## config.mk

```make
export PLATFORM = sky130hd
export DESIGN_NAME = resp_arbiter_n
export DESIGN_NICKNAME = d
export VERILOG_FILES = /design/src/rtl/xbar_pkg.sv /design/src/rtl/rr_grant.sv /design/src/rtl/resp_arbiter_n.sv
export SDC_FILE = /design/constraint.sdc
export NUM_CORES = 1
export LEC_CHECK = 0
export BUFFER_PORTS_ARGS = -buffer_cell sky130_fd_sc_hd__buf_2
export CORE_UTILIZATION = 37
export DETAILED_ROUTE_END_ITERATION = 10
export PLACE_DENSITY_LB_ADDON = 0.15
export SETUP_SLACK_MARGIN = 0.5
export SYNTH_ARGS = -nofsm -noshare
export SYNTH_HDL_FRONTEND = slang
export SYNTH_HIERARCHICAL = 1
export SYNTH_SLANG_ARGS = --single-unit
```

## constraint.sdc

```tcl
create_clock -name aclk -period 16.48 [get_ports aclk]
set_clock_uncertainty 0.2 [all_clocks]
set_input_delay 1.648 -clock aclk [delete_from_list [all_inputs] [get_ports aclk]]
set_output_delay 1.648 -clock aclk [all_outputs]
set_load 0.1 [all_outputs]
```

## src/rtl/xbar_pkg.sv

```systemverilog
// Shared crossbar definitions: command encoding, default counter width and the
// master-index width helper used by the response arbiter and its grant logic.
package xbar_pkg;

    localparam logic CMD_READ    = 1'b0;
    localparam int   OUTST_W_DEF = 8;

    // Index width for n masters, never narrower than one bit.
    function automatic int master_log2(input int n);
        return (n <= 2) ? 1 : $clog2(n);
    endfunction

endpackage

```

## src/rtl/rr_grant.sv

```systemverilog
// Rotating-priority grant: one-hot grant to the first requester after the last
// winner; the last winner starts at N-1 so index 0 wins first after reset.
module rr_grant
    import xbar_pkg::*;
#(
    parameter int N = 4
) (
    input  logic                      clk_i,
    input  logic                      rst_ni,
    input  logic [N-1:0]              req_i,
    output logic [N-1:0]              grant_o,
    output logic [master_log2(N)-1:0] grant_idx_o
);

    localparam int IW = master_log2(N);

    logic [IW-1:0] last_q;
    logic [IW-1:0] idx;
    logic          hit;

    always_comb begin
        grant_o     = '0;
        grant_idx_o = '0;
        hit         = 1'b0;
        idx         = last_q;
        for (int off = 0; off < N; off++) begin
            idx = (idx == IW'(N - 1)) ? '0 : idx + IW'(1);
            if (!hit && req_i[idx]) begin
                hit            = 1'b1;
                grant_o[idx]   = 1'b1;
                grant_idx_o    = idx;
            end
        end
    end

    always_ff @(posedge clk_i) begin
        if (!rst_ni) begin
            last_q <= IW'(N - 1);
        end else if (hit) begin
            last_q <= grant_idx_o;
        end
    end

endmodule

```

## src/rtl/resp_arbiter_n.sv

```systemverilog
// Read-response return path: tracks outstanding reads per channel, aligns and queues
// responses, and returns them one per cycle by round-robin. Error flags need RESP_ARB_ERR_EN.
module resp_arbiter_n
    import xbar_pkg::*;
#(
    parameter int DWIDTH     = 32,
    parameter int MASTER_NUM = 4,
    parameter int FIFO_DEPTH = 4,
    parameter int RESP_DELAY = 2,
    parameter int OUTST_W    = OUTST_W_DEF
) (
    input  logic                                aclk,
    input  logic                                aresetn,
    input  logic                                req,
    input  logic                                ack,
    input  logic                                cmd,
    input  logic [master_log2(MASTER_NUM)-1:0]  master_sel,
    input  logic [MASTER_NUM-1:0]               resp_in,
    input  logic [MASTER_NUM*DWIDTH-1:0]        rdata_in,
    output logic                                resp_out,
    output logic [DWIDTH-1:0]                   rdata_out
`ifdef RESP_ARB_ERR_EN
    ,
    output logic                                err_unsol,
    output logic                                err_ovf
`endif
);

    localparam int SW = master_log2(MASTER_NUM);
    localparam int PW = $clog2(FIFO_DEPTH);

    logic                          rd_done_q;
    logic [SW-1:0]                 sel_q;
    logic [MASTER_NUM-1:0]         pv_q [RESP_DELAY];
    logic [MASTER_NUM*DWIDTH-1:0]  pd_q [RESP_DELAY];
    logic [MASTER_NUM-1:0]         push_v;
    logic [MASTER_NUM*DWIDTH-1:0]  push_d;
    logic [MASTER_NUM-1:0]         nonempty;
    logic [MASTER_NUM-1:0]         grant;
    logic [SW-1:0]                 grant_idx;
    logic [MASTER_NUM-1:0][DWIDTH-1:0] head;
    logic                          resp_q;
    logic [DWIDTH-1:0]             rdata_q;
`ifdef RESP_ARB_ERR_EN
    logic [MASTER_NUM-1:0]         unsol_ev;
    logic [MASTER_NUM-1:0]         ovf_ev;
    logic                          err_unsol_q;
    logic                          err_ovf_q;
`endif

    always_ff @(posedge aclk) begin
        if (!aresetn) begin
            rd_done_q <= 1'b0;
            sel_q     <= '0;
        end else begin
            rd_done_q <= req & ack & (cmd == CMD_READ);
            sel_q     <= master_sel;
        end
    end

    // Alignment pipeline; the last stage is where responses are matched and pushed.
    always_ff @(posedge aclk) begin
        if (!aresetn) begin
            for (int s = 0; s < RESP_DELAY; s++) begin
                pv_q[s] <= '0;
                pd_q[s] <= '0;
            end
        end else begin
            pv_q[0] <= resp_in;
            pd_q[0] <= rdata_in;
            for (int s = 1; s < RESP_DELAY; s++) begin
                pv_q[s] <= pv_q[s-1];
                pd_q[s] <= pd_q[s-1];
            end
        end
    end

    assign push_v = pv_q[RESP_DELAY-1];
    assign push_d = pd_q[RESP_DELAY-1];

    for (genvar gi = 0; gi < MASTER_NUM; gi++) begin : g_ch
        logic [OUTST_W-1:0] cnt_q;
        logic [OUTST_W-1:0] cnt_d;
        logic [PW:0]        wr_q;
        logic [PW:0]        rd_q;
        logic [DWIDTH-1:0]  mem [FIFO_DEPTH];
        logic               inc;
        logic               push;
        logic               full;
        logic               wr_en;

        assign inc   = rd_done_q && (sel_q == SW'(gi));
        assign push  = push_v[gi] && (cnt_q != '0);
        assign full  = (wr_q[PW] != rd_q[PW]) && (wr_q[PW-1:0] == rd_q[PW-1:0]);
        // A full FIFO still accepts a push when its head leaves in the same cycle.
        assign wr_en = push && (!full || grant[gi]);

        assign nonempty[gi] = (wr_q != rd_q);
        assign head[gi]     = mem[rd_q[PW-1:0]];

        always_comb begin
            cnt_d = cnt_q;
            if (inc && !push && (cnt_q != '1)) begin
                cnt_d = cnt_q + OUTST_W'(1);
            end else if (push && !inc) begin
                cnt_d = cnt_q - OUTST_W'(1);
            end
        end

        always_ff @(posedge aclk) begin
            if (!aresetn) begin
                cnt_q <= '0;
                wr_q  <= '0;
                rd_q  <= '0;
            end else begin
                cnt_q <= cnt_d;
                if (wr_en) begin
                    wr_q <= wr_q + (PW+1)'(1);
                end
                if (grant[gi]) begin
                    rd_q <= rd_q + (PW+1)'(1);
                end
            end
        end

        always_ff @(posedge aclk) begin
            if (wr_en) begin
                mem[wr_q[PW-1:0]] <= push_d[gi*DWIDTH +: DWIDTH];
            end
        end

`ifdef RESP_ARB_ERR_EN
        assign unsol_ev[gi] = push_v[gi] && (cnt_q == '0);
        assign ovf_ev[gi]   = (push && full && !grant[gi]) ||
                              (inc && !push && (cnt_q == '1));
`endif
    end

    rr_grant #(
        .N (MASTER_NUM)
    ) u_rr_grant (
        .clk_i       (aclk),
        .rst_ni      (aresetn),
        .req_i       (nonempty),
        .grant_o     (grant),
        .grant_idx_o (grant_idx)
    );

    always_ff @(posedge aclk) begin
        if (!aresetn) begin
            resp_q  <= 1'b0;
            rdata_q <= '0;
        end else begin
            resp_q  <= |nonempty;
            rdata_q <= (|nonempty) ? head[grant_idx] : '0;
        end
    end

    assign resp_out  = resp_q;
    assign rdata_out = rdata_q;

`ifdef RESP_ARB_ERR_EN
    always_ff @(posedge aclk) begin
        if (!aresetn) begin
            err_unsol_q <= 1'b0;
            err_ovf_q   <= 1'b0;
        end else begin
            err_unsol_q <= err_unsol_q | (|unsol_ev);
            err_ovf_q   <= err_ovf_q | (|ovf_ev);
        end
    end

    assign err_unsol = err_unsol_q;
    assign err_ovf   = err_ovf_q;
`endif

endmodule

```

Word level (Yosys, flattened, before mapping)
Memories as Yosys holds them, arrays and structs flattened. A register that Yosys moved wholly into a read port is not among the register bits.
Index checks and enable logic that the tools add are counted.
{ "totals": {"register_bits": 94, "ramBits": 776, "input_bits": 139, "output_inout_bits": 33, "wordCells": 214, "memories": 6} }
{ "op_classes": {"n_addsub": 20, "n_lt_le_gt_ge": 9, "eq_ne": 23, "n_mux": 64, "n_bitwise": 10, "n_reduce_logical": 65} }
{ "memory_table": {"columns": ["memory", "words", "word_bits", "read_ports", "rd_ports_with_merged_regs", "write_ports", "line_no", "rtl"], "rows": [
  ["pd_q", 2, 128, 2, 0, 2, "resp_arbiter_n.sv:35", "logic [MASTER_NUM*DWIDTH-1:0] pd_q [RESP_DELAY];"],
  ["g_ch[0].mem", 4, 32, 1, 1, 1, "resp_arbiter_n.sv:86", "logic [DWIDTH-1:0] mem [FIFO_DEPTH];"],
  ["g_ch[1].mem", 4, 32, 1, 1, 1, "resp_arbiter_n.sv:86", null],
  ["g_ch[2].mem", 4, 32, 1, 1, 1, "resp_arbiter_n.sv:86", null],
  ["g_ch[3].mem", 4, 32, 1, 1, 1, "resp_arbiter_n.sv:86", null],
  ["pv_q", 2, 4, 2, 0, 2, "resp_arbiter_n.sv:34", "logic [MASTER_NUM-1:0] pv_q [RESP_DELAY];"]
]} }
{ "op_table": {"columns": ["operator", "count"], "rows": [
  ["2-to-1 mux 128 bit", 2],
  ["binary-select mux 32 bit (select 2 bit)", 1],
  ["2-to-1 mux 8 bit", 8],
  ["logical AND 1 bit", 35],
  ["adder 8 x 1 -> 8 bit (second input constant)", 4],
  ["2-to-1 mux 2 bit", 16],
  ["2-to-1 mux 32 bit", 1],
  ["inequality test 8 bit (second input constant)", 4],
  ["nonzero test 8 bit", 4],
  ["subtractor 8 x 1 -> 8 bit (second input constant)", 4],
  ["adder 3 x 1 -> 3 bit (second input constant)", 8],
  ["2-to-1 mux 4 bit", 6],
  ["2-to-1 mux 1 bit", 22],
  ["logical NOT 1 bit", 15],
  ["< comparator 2 x 3 -> 1 bit (second input constant)", 5],
  ["== test 2 bit (second input constant)", 6],
  ["inequality test 3 bit", 4],
  ["OR 4 bit", 3],
  ["adder 2 x 1 -> 2 bit (second input constant)", 4],
  ["binary-select mux 1 bit (select 2 bit)", 4],
  ["demux 1 bit (select 2 bit)", 4],
  ["== test 2 bit", 4],
  ["greater-or-equal comparator 2 x 1 -> 1 bit (second input constant)", 4],
  ["nonzero test 2 bit", 4],
  ["other kinds (9)", 19]
]} }

Logic depth before layout (Yosys ltp)
Gate-level depths: netlist (run 1).
{ "depth": {"ltp_word": 18, "mapped_depth": 13, "mapped_depth_nobuf": 12} }

Hierarchy
Netlist (run 1), hierarchy kept.
{ "modules_own_cells": {"columns": ["mod", "instances", "cells_per_inst", "area_per_inst_um2", "seq_area_each_um2"], "rows": [
  ["resp_arbiter_n", 1, 1802, 31345.1, 22661.7],
  ["rr_grant", 1, 89, 671.9, 40.0]
]} }

Worst setup path after synthesis (run 1)
Ideal clock, no wire load.
{ "synth_path": {"path_kind": "reg2reg", "startpoint": "reg u_rr_grant.last_q[0]", "endpoint": "mem g_ch[0].mem[3][0], enable pin", "setup_ns": 0.475, "t_arrival_ns": 4.918, "t_required_ns": 15.805, "slack_ns": 10.887, "path_stages_with_launch": 11, "path_buffers": 1, "synth_period_minus_slack_ns": 5.593, "path_cell_list": "dfxtp_1 -> inv_2 -> ha_1 -> buf_6 -> mux2_2 -> mux2_2 -> a211oi_2 -> a22oi_1 -> nand2_1 -> nor2_1 -> a211oi_1"} }
{ "synth_via": {"elab_chain_len": 18, "elab_cells_between_ends": 60, "cone_classes": "add/sub: 4; order compare: 8; eq/ne: 4; mux: 29; bitwise: 3; reduce/logical: 12"} }
{ "synth_lines": {"columns": ["item", "line_no", "rtl"], "rows": [
  ["start: declaration", "rr_grant.sv:17", "logic [IW-1:0] last_q;"],
  ["start signal: assignment", "rr_grant.sv:38", "last_q <= IW'(N - 1);"],
  ["start signal: assignment", "rr_grant.sv:40", "last_q <= grant_idx_o;"],
  ["adder 2 x 1 -> 2 bit / == test 2 bit (equally long branches)", "rr_grant.sv:27", "idx = (idx == IW'(N - 1)) ? '0 : idx + IW'(1);"],
  ["2-to-1 mux 2 bit *", "rr_grant.sv:27", null],
  ["adder 2 x 1 -> 2 bit, or another cell as far along", "rr_grant.sv:27", null],
  ["2-to-1 mux 2 bit / 2-to-1 mux 1 bit (equally long branches)", "rr_grant.sv:27, rr_grant.sv:28", null],
  ["adder 2 x 1 -> 2 bit, or another cell as far along", "rr_grant.sv:27", null],
  ["2-to-1 mux 2 bit, or another cell as far along", "rr_grant.sv:27", null],
  ["adder 2 x 1 -> 2 bit, or another cell as far along", "rr_grant.sv:27", null],
  ["2-to-1 mux 2 bit, or another cell as far along", "rr_grant.sv:27", null],
  ["(+3 left out)", null, null],
  ["demux 1 bit (select 2 bit), or another cell as far along", null, null],
  ["OR 4 bit (no source line) / logical AND 1 bit (equally long branches)", null, null],
  ["2-to-1 mux 4 bit *", "rr_grant.sv:28", "if (!hit && req_i[idx]) begin"],
  ["via grant[0]", "resp_arbiter_n.sv:39", "logic [MASTER_NUM-1:0] grant;"],
  ["logical OR 1 bit *", "resp_arbiter_n.sv:96", "assign wr_en = push && (!full || grant[gi]);"],
  ["logical AND 1 bit *", "resp_arbiter_n.sv:96", null],
  ["2-to-1 mux 1 bit *", "resp_arbiter_n.sv:127", "if (wr_en) begin"],
  ["2-to-1 mux 1 bit (not written as such) *", "resp_arbiter_n.sv:128", "mem[wr_q[PW-1:0]] <= push_d[gi*DWIDTH +: DWIDTH];"],
  ["end: declaration", "resp_arbiter_n.sv:86", null]
]} }
The timed path passes the listed nets; every way through them passes the cells marked *. The select of a mux whose other input is x is not followed.

Worst setup path after layout (run 1)
{ "layout_path": {"startpoint": "reg u_rr_grant.last_q[0]", "endpoint": "mem g_ch[3].mem[2][11], enable pin"} }
{ "layout_via": {"elab_chain_len": 18, "elab_cells_between_ends": 60, "cone_classes": "add/sub: 4; order compare: 8; eq/ne: 4; mux: 29; bitwise: 3; reduce/logical: 12"} }
{ "layout_lines": {"columns": ["item", "line_no"], "rows": [
  ["adder 2 x 1 -> 2 bit / == test 2 bit (equally long branches)", "rr_grant.sv:27"],
  ["2-to-1 mux 2 bit *", "rr_grant.sv:27"],
  ["adder 2 x 1 -> 2 bit, or another cell as far along", "rr_grant.sv:27"],
  ["2-to-1 mux 2 bit / 2-to-1 mux 1 bit (equally long branches)", "rr_grant.sv:27, rr_grant.sv:28"],
  ["adder 2 x 1 -> 2 bit, or another cell as far along", "rr_grant.sv:27"],
  ["2-to-1 mux 2 bit, or another cell as far along", "rr_grant.sv:27"],
  ["adder 2 x 1 -> 2 bit, or another cell as far along", "rr_grant.sv:27"],
  ["2-to-1 mux 2 bit, or another cell as far along", "rr_grant.sv:27"],
  ["(+3 left out)", null],
  ["demux 1 bit (select 2 bit), or another cell as far along", null],
  ["OR 4 bit (no source line) / logical AND 1 bit (equally long branches)", null],
  ["2-to-1 mux 4 bit *", "rr_grant.sv:28"],
  ["via grant[3]", "resp_arbiter_n.sv:39"],
  ["logical OR 1 bit *", "resp_arbiter_n.sv:96"],
  ["logical AND 1 bit *", "resp_arbiter_n.sv:96"],
  ["2-to-1 mux 1 bit *", "resp_arbiter_n.sv:127"],
  ["2-to-1 mux 1 bit (not written as such) *", "resp_arbiter_n.sv:128"],
  ["end: declaration", "resp_arbiter_n.sv:86"]
]} }
Marks and branches as above.

==> flow_metrics.tcl, run 1 <==
set metrics [dict create \
    firstDrtPassIters 5 \
    p_total_mw 5.613 \
    grt.overflow.total 0 \
    synth_edf_count 512 \
    num_vias 15981 \
    cts_root_buf "clkbuf_16" \
    row_count 107 \
    clk_latency_ns 0.66 \
    dieArea_mm2 0.08771 \
    syn_area_per_cell_um2 16.93 \
    cap_violations 0 \
    critPathRequiredTime_ns 16.54 \
    finalCriticalPeriod_ns 5.175 \
    cts_resized 0 \
    grt_pass1_wl_um 103400 \
    slew_viol_final 0 \
    grt_pass1_vias 16700 \
    cts_hold_buf 0 \
    cts_tree "done" \
    worstSetupPathType "reg -> reg" \
    synth_flop_cell "edfxtp_1" \
    synth_seq_area_share_pct 70.91 \
    hp-class "reg -> reg" \
    worst-path-max-fanout 32 \
    setup_viol 0 \
    regArea_mm2 0.02271 \
    powerDensity_mw_per_mm2 151.3 \
    status "completed" \
    syn2layout_area_growth_pct 15.89 \
    leakage_nw 13.14 \
    start_kind "flop" \
    clock-sinks 878 \
    worst_slew_pin_slew_ns 1.138 \
    worst_ep_arrival_time_ns 5.24 \
    cts_buffer_depth 3 \
    yosysWarnings 6 \
    drcViolationCount 0 \
    drt_wl_total_um 69640 \
    rsz0062_at_grt "false" \
    grt_max_degree 117 \
    synth_fp_nets 2087 \
    gp_congestion 0.7879 \
    vdd_drop_max_v 0.0001283 \
    drt_iter0_markers 874 \
    fmax_mhz 193.2 \
    crit_top_cell "mux2_2" \
    routedWlPerCell_um 21.02 \
    whs_ns 0.2289 \
    setup_tns_ns 0 \
    synth-seq-cells 878 \
    cts.clk_slew.worst_paths_ns 0.06 \
    stdcell_count 3313 \
    slowest_delay_ns 0.93 \
    critPathBufInv 1 \
    track_usage_pct 16.09 \
    crit_path_end_kind "flop" \
    syn-cell-area_mm2 0.03202 \
    fin_crit_sh_pct 31.40 \
    critPathSlowestCell "and2_2" \
    fp.dieH_um 296.2 \
    placed_cells 3136 \
    antenna_found_initial 2 \
    slew_headroom_pct 24.13 \
    fin_nets 2283 \
    synthDistinctLibCells 66 \
    port_buffers 171 \
    critPathTopFamily "simple AND/OR/NAND/NOR gates" \
    drtAntennaViolNets 0 \
    multi_input_area_mm2 0.008889 \
    path_cells "inv_2 > ha_1 > mux2_2 > mux2_2 > a211oi_2 > a22oi_1 > nand2_1 > nor2_1 > a21oi_1 > and2_2" \
    io_pins 172 \
    n_fill_cell 7709 \
    initial_core_util_pct 37.48 \
    numCtsBuffers 93 \
    cts_setup_buffers 0 \
    die_x_um 296.2 \
    hold_viol_final 0 \
    coreArea_mm2 0.08541 \
    synthArstFlopShare_pct 0 \
    vias_per_cell 4.824 \
    htreeDepth 3 \
    dp_hpwl_um 43350 \
    drive_gt1_share_pct 24.49 \
    syn_inst 1891 \
]
-- cell type report --
| class | instances | share of cell area [%] |
|---|---|---|
| inverter | 27 | 0.2731 |
| clock inverter | 49 | 1.177 |
| sequential | 878 | 61.22 |
| antenna | 1 | 0.006744 |
| tap | 1144 | 3.858 |
| multi-input combinational | 904 | 23.96 |
| timing repair buffer | 183 | 2.573 |
| clock buffer | 127 | 6.940 |
-- state kept, by name, indices dropped and copies added, names as in the netlist, named ones only --
signal             cells
g_ch.mem             512
pd_q                 256
g_ch.cnt_q            32
rdata_out             32
g_ch.rd_q             12
g_ch.wr_q             12
pv_q                   8
sel_q                  2
u_rr_grant/last_q      2
rd_done_q              1
resp_out               1
-- power by group --
part           total, mW  internal [mW]  switching [mW]
sequential          2.50           2.40          0.0974
combinational       1.09          0.492           0.595
clock               2.02           1.16           0.868
total               5.61           4.05            1.56
-- kinds of logic after synthesis --
logic type               count (synthesis)  synth area share (%)
AND/OR/NAND/NOR                        500                 9.109
flip-flops                             878                 70.91
XOR/XNOR                                47                 1.286
AO/OA/AOI/OAI                          102                 2.251
adder cells (fa/ha/maj)                 57                 2.321
multiplexers                           198                 12.50
buffers and inverters                  109                 1.626
-- worst paths after layout --
check,from,endpoint,slack [ns],cells after the start
max,u_rr_grant/last_q[0]$_SDFFE_PN1P_,g_ch[3].mem[2][11]$_DFFE_PP_,11.31,10
min,pd_q[0][111]$_SDFF_PN0_,pd_q[0][239]$_SDFF_PN0_,0.23,1
max reg2reg,u_rr_grant/last_q[0]$_SDFFE_PN1P_,g_ch[3].mem[2][11]$_DFFE_PP_,11.31,10
min reg2reg,pd_q[0][111]$_SDFF_PN0_,pd_q[0][239]$_SDFF_PN0_,0.23,1
-- placed cells by master (no fill, tap or decap), types with 18 or more instances in the layout --
master and n:
edfxtp_1 512, dfxtp_1 358, and2_1 267, buf_2 170
mux4_2 160, clkbuf_16 96, nor2_1 71, ha_1 53
nand2_1 40, nor2b_1 39, mux2i_1 31, xnor2_1 27
inv_1 25, a21oi_1 25, clkbuf_1 23, xor2_1 20
clkinv_2 18
-- per-stage QoR --
step | util [%] | area [µm²] | setup slack (ns)
finish | 43.44 | 37100 | 11.31
detailed placement | 39.91 | 34090 | 11.29
floorplan | - | 32020 | 10.89
global placement | 39.91 | 34090 | 11.45
global route | 43.44 | 37100 | 10.97
CTS | 43.44 | 37100 | 11.30
-- per-layer routing --
layer  routed length, µm  global-route usage (%)
met5                  13                       0
met1               30380                   21.09
met3                2674                   2.795
met2               34860                   27.27
met4                1710                   4.715
-- Yosys cell counts, drive strengths merged, types with 2 or more instances --
cell / count / share of area [%]
o41ai: 5 / 0.16
o22ai: 4 / 0.078
nor2b: 39 / 0.76
a222oi: 3 / 0.094
nand2b: 5 / 0.098
xor2: 20 / 0.55
o21ai: 16 / 0.32
inv: 26 / 0.30
nor3b: 4 / 0.13
mux2i: 35 / 1.1
and3b: 6 / 0.16
a21oi: 26 / 0.42
mux2: 3 / 0.11
ha: 53 / 2.1
clkbuf: 48 / 0.56
mux4: 160 / 11
o31ai: 3 / 0.070
a21o: 8 / 0.19
o2111ai: 2 / 0.055
a211oi: 15 / 0.38
xnor2: 27 / 0.74
a31oi: 4 / 0.078
or4b: 2 / 0.063
nor2: 71 / 0.83
o211ai: 3 / 0.070
nand3: 11 / 0.17
nand3b: 6 / 0.14
a22oi: 4 / 0.094
and2: 279 / 5.5
fa: 4 / 0.25
nand2: 40 / 0.47
nor3: 4 / 0.063
buf: 34 / 0.75
and4: 3 / 0.090
or3b: 2 / 0.055
dfxtp: 366 / 23
nor4: 3 / 0.059
or4: 9 / 0.23
edfxtp: 512 / 48
nand4: 13 / 0.25
(Power assumes the default switching activity.)
==> run 2, diff against run 1 <==
clock period = 5.35 ns   (was 16.48 ns; I/O delays follow)
==> flow_metrics.tcl, run 2 (synthesis results as in run 1) <==
set metrics [dict create \
    hp-class "in -> reg" \
    r2r_end "g_ch[0].mem[2][25]$_DFFE_PP_" \
    fin_crit_sh_pct 86.42 \
    routedWlPerCell_um 21.02 \
    grt_max_degree 158 \
    worst_ep_arrival_time_ns 4.77 \
    cap_violations 0 \
    worst_slew_pin_slew_ns 1.139 \
    leakage_nw 13.96 \
    final_core_util_pct 45.55 \
    worst_slack_ns 0.7267 \
    grt_pass1_wl_um 108800 \
    critPathRequiredTime_ns 5.49 \
    dp_hpwl_um 48200 \
    setup_viol 0 \
    drcViolationCount 0 \
    numCtsBuffers 94 \
    path_cells "xor2_1 > nor2_1 > nand2_1 > mux2_2 > mux2_2 > a211oi_2 > a22oi_1 > nand2_1 > nor2_1 > a21oi_1 > and2_2 > buf_4" \
    fin_nets 2443 \
    grt.overflow.total 0 \
    n_fill_cell 7519 \
    start_kind "flop" \
    dp_slack_ns 0.7518 \
    rrSetupSlack_ns 0.73 \
    p_total_mw 17.89 \
    finalCriticalPeriod_ns 4.623 \
    switching_power_mw 4.837 \
    fp.dieH_um 296.2 \
    antenna_found_initial 8 \
    clk_latency_ns 0.64 \
    initial_core_util_pct 37.48 \
    track_usage_pct 16.88 \
    setup_tns_ns 0 \
    cts_tree "done" \
    hp-start "rdata_in[23]" \
    hold_depth 2 \
    grt_pass1_vias 17087 \
    vdd_drop_max_v 0.0002636 \
    syn2layout_area_growth_pct 21.53 \
    final_cell_mix "512 x edfxtp_1, 358 x dfxtp_1, 267 x and2_1" \
    placed_area_mm2 0.03429 \
    cts_buffer_depth 3 \
    cts.clk_slew.worst_paths_ns 0.06 \
    p_seq_share_pct 43.0 \
    powerDensity_mw_per_mm2 459.9 \
    drtAntennaViolNets 0 \
    critPathSlowestCell "and2_2" \
    whs_ns 0.04179 \
    row_count 107 \
    drive_gt1_share_pct 24.17 \
    gp_congestion 0.7788 \
    worst-path-max-fanout 19 \
    port_buffers 171 \
    r2r_start "g_ch[0].wr_q[0]$_SDFFE_PN0P_" \
    fmax_mhz 216.3 \
    vias_per_cell 4.824 \
    htreeDepth 3 \
    status "completed" \
    drt_iter0_markers 1134 \
    hold_end "pd_q[0][23]$_SDFF_PN0_" \
    clock-sinks 878 \
    crit_path_end_kind "flop" \
    final_common_cell "edfxtp_1" \
    worstSetupPathType "reg -> reg" \
    swShare_pct 27.03 \
    comb_power_share_pct 19.5 \
    cts_root_buf "clkbuf_16" \
    io_pins 172 \
    slowest_delay_ns 0.60 \
    slew_viol_final 0 \
    stdcell_count 3475 \
    slew_headroom_pct 23.83 \
    die_x_um 296.2 \
    largest_register_ffs 512 \
    reg2regPathDepth 12 \
    internal_power_mw 13.06 \
    cts_setup_buffers 0 \
    drt_wl_total_um 73030 \
    rsz0062_at_grt "true" \
    power.clock.fraction_pct 37.5 \
    coreArea_mm2 0.08541 \
    dieArea_mm2 0.08771 \
    hold_viol_final 0 \
    finish.instance_area_mm2 0.03891 \
    placed_cells 3160 \
    firstDrtPassIters 5 \
    num_vias 16763 \
]
==> run 2: cell type report <==
type | instances | area [µm²] | area share, %
Antenna cell | 2 | 5.005 | 0.01286
Inverter | 27 | 101.3 | 0.2605
Tap cell | 1144 | 1431 | 3.679
Sequential cell | 878 | 22710 | 58.37
Timing Repair Buffer | 342 | 2511 | 6.454
Multi-Input combinational cell | 904 | 8891 | 22.85
Clock inverter | 50 | 614.3 | 1.579
Clock buffer | 128 | 2644 | 6.795
==> run 2: how the worst max path moves through the flow <==
| stage | cells past startpoint | startpoint | endpoint |
|---|---|---|---|
| global route | 12 | g_ch[0].wr_q[0]$_SDFFE_PN0P_ | g_ch[0].mem[0][24]$_DFFE_PP_ |
| floorplan | 10 | u_rr_grant/last_q[0]$_SDFFE_PN1P_ | g_ch[0].mem[3][0]$_DFFE_PP_ |
| CTS | 12 | g_ch[0].wr_q[0]$_SDFFE_PN0P_ | g_ch[0].mem[2][21]$_DFFE_PP_ |
| global placement | 12 | g_ch[0].wr_q[1]$_SDFFE_PN0P_ | g_ch[1].mem[2][14]$_DFFE_PP_ |
| finish | 12 | g_ch[0].wr_q[0]$_SDFFE_PN0P_ | g_ch[0].mem[2][25]$_DFFE_PP_ |
| detailed placement | 12 | g_ch[0].wr_q[0]$_SDFFE_PN0P_ | g_ch[1].mem[2][14]$_DFFE_PP_ |
==> run 2: power by group through the flow <==
stage	Clock [mW]	Sequential, mW	Combinational [mW]
final	6.71	7.69	3.49
after global routing	7.17	7.73	3.75
after CTS	6.90	7.70	3.55
after detailed placement	0	7.84	3.46
after global placement	0	7.84	3.42
after floorplan	0	8.05	2.33
==> run 2: worst max-delay path: cells and delay by family (launching register included) <==
family / cells / cell delay (ns)
AOI/OAI and AO/OA: 3 / 0.83
xor gates and xnor gates: 1 / 0.09
buffers and inverters: 1 / 0.28
DFF: 1 / 0.43
muxes: 2 / 0.78
and+or+nand+nor: 5 / 1.69
==> run 2: per-layer routing <==
layer / track usage, % / vias to the layer above / share of wire [%]
met4: 4.627 / 2 / 2.2
met1: 24.55 / 8505 / 47
met3: 3.875 / 109 / 5.9
met5: 0 / - / 0.026
met2: 25.27 / 405 / 45
li1: - / 7742 / -
==> run 2: repair_timing <==
| action | CTS | global route |
|---|---|---|
| endpoints found under the hold margin | 134 | 0 |
| hold buffers | 135 | 0 |
| gates resized for setup | 0 | 2 |
| setup endpoints to repair | 0 | 67 |
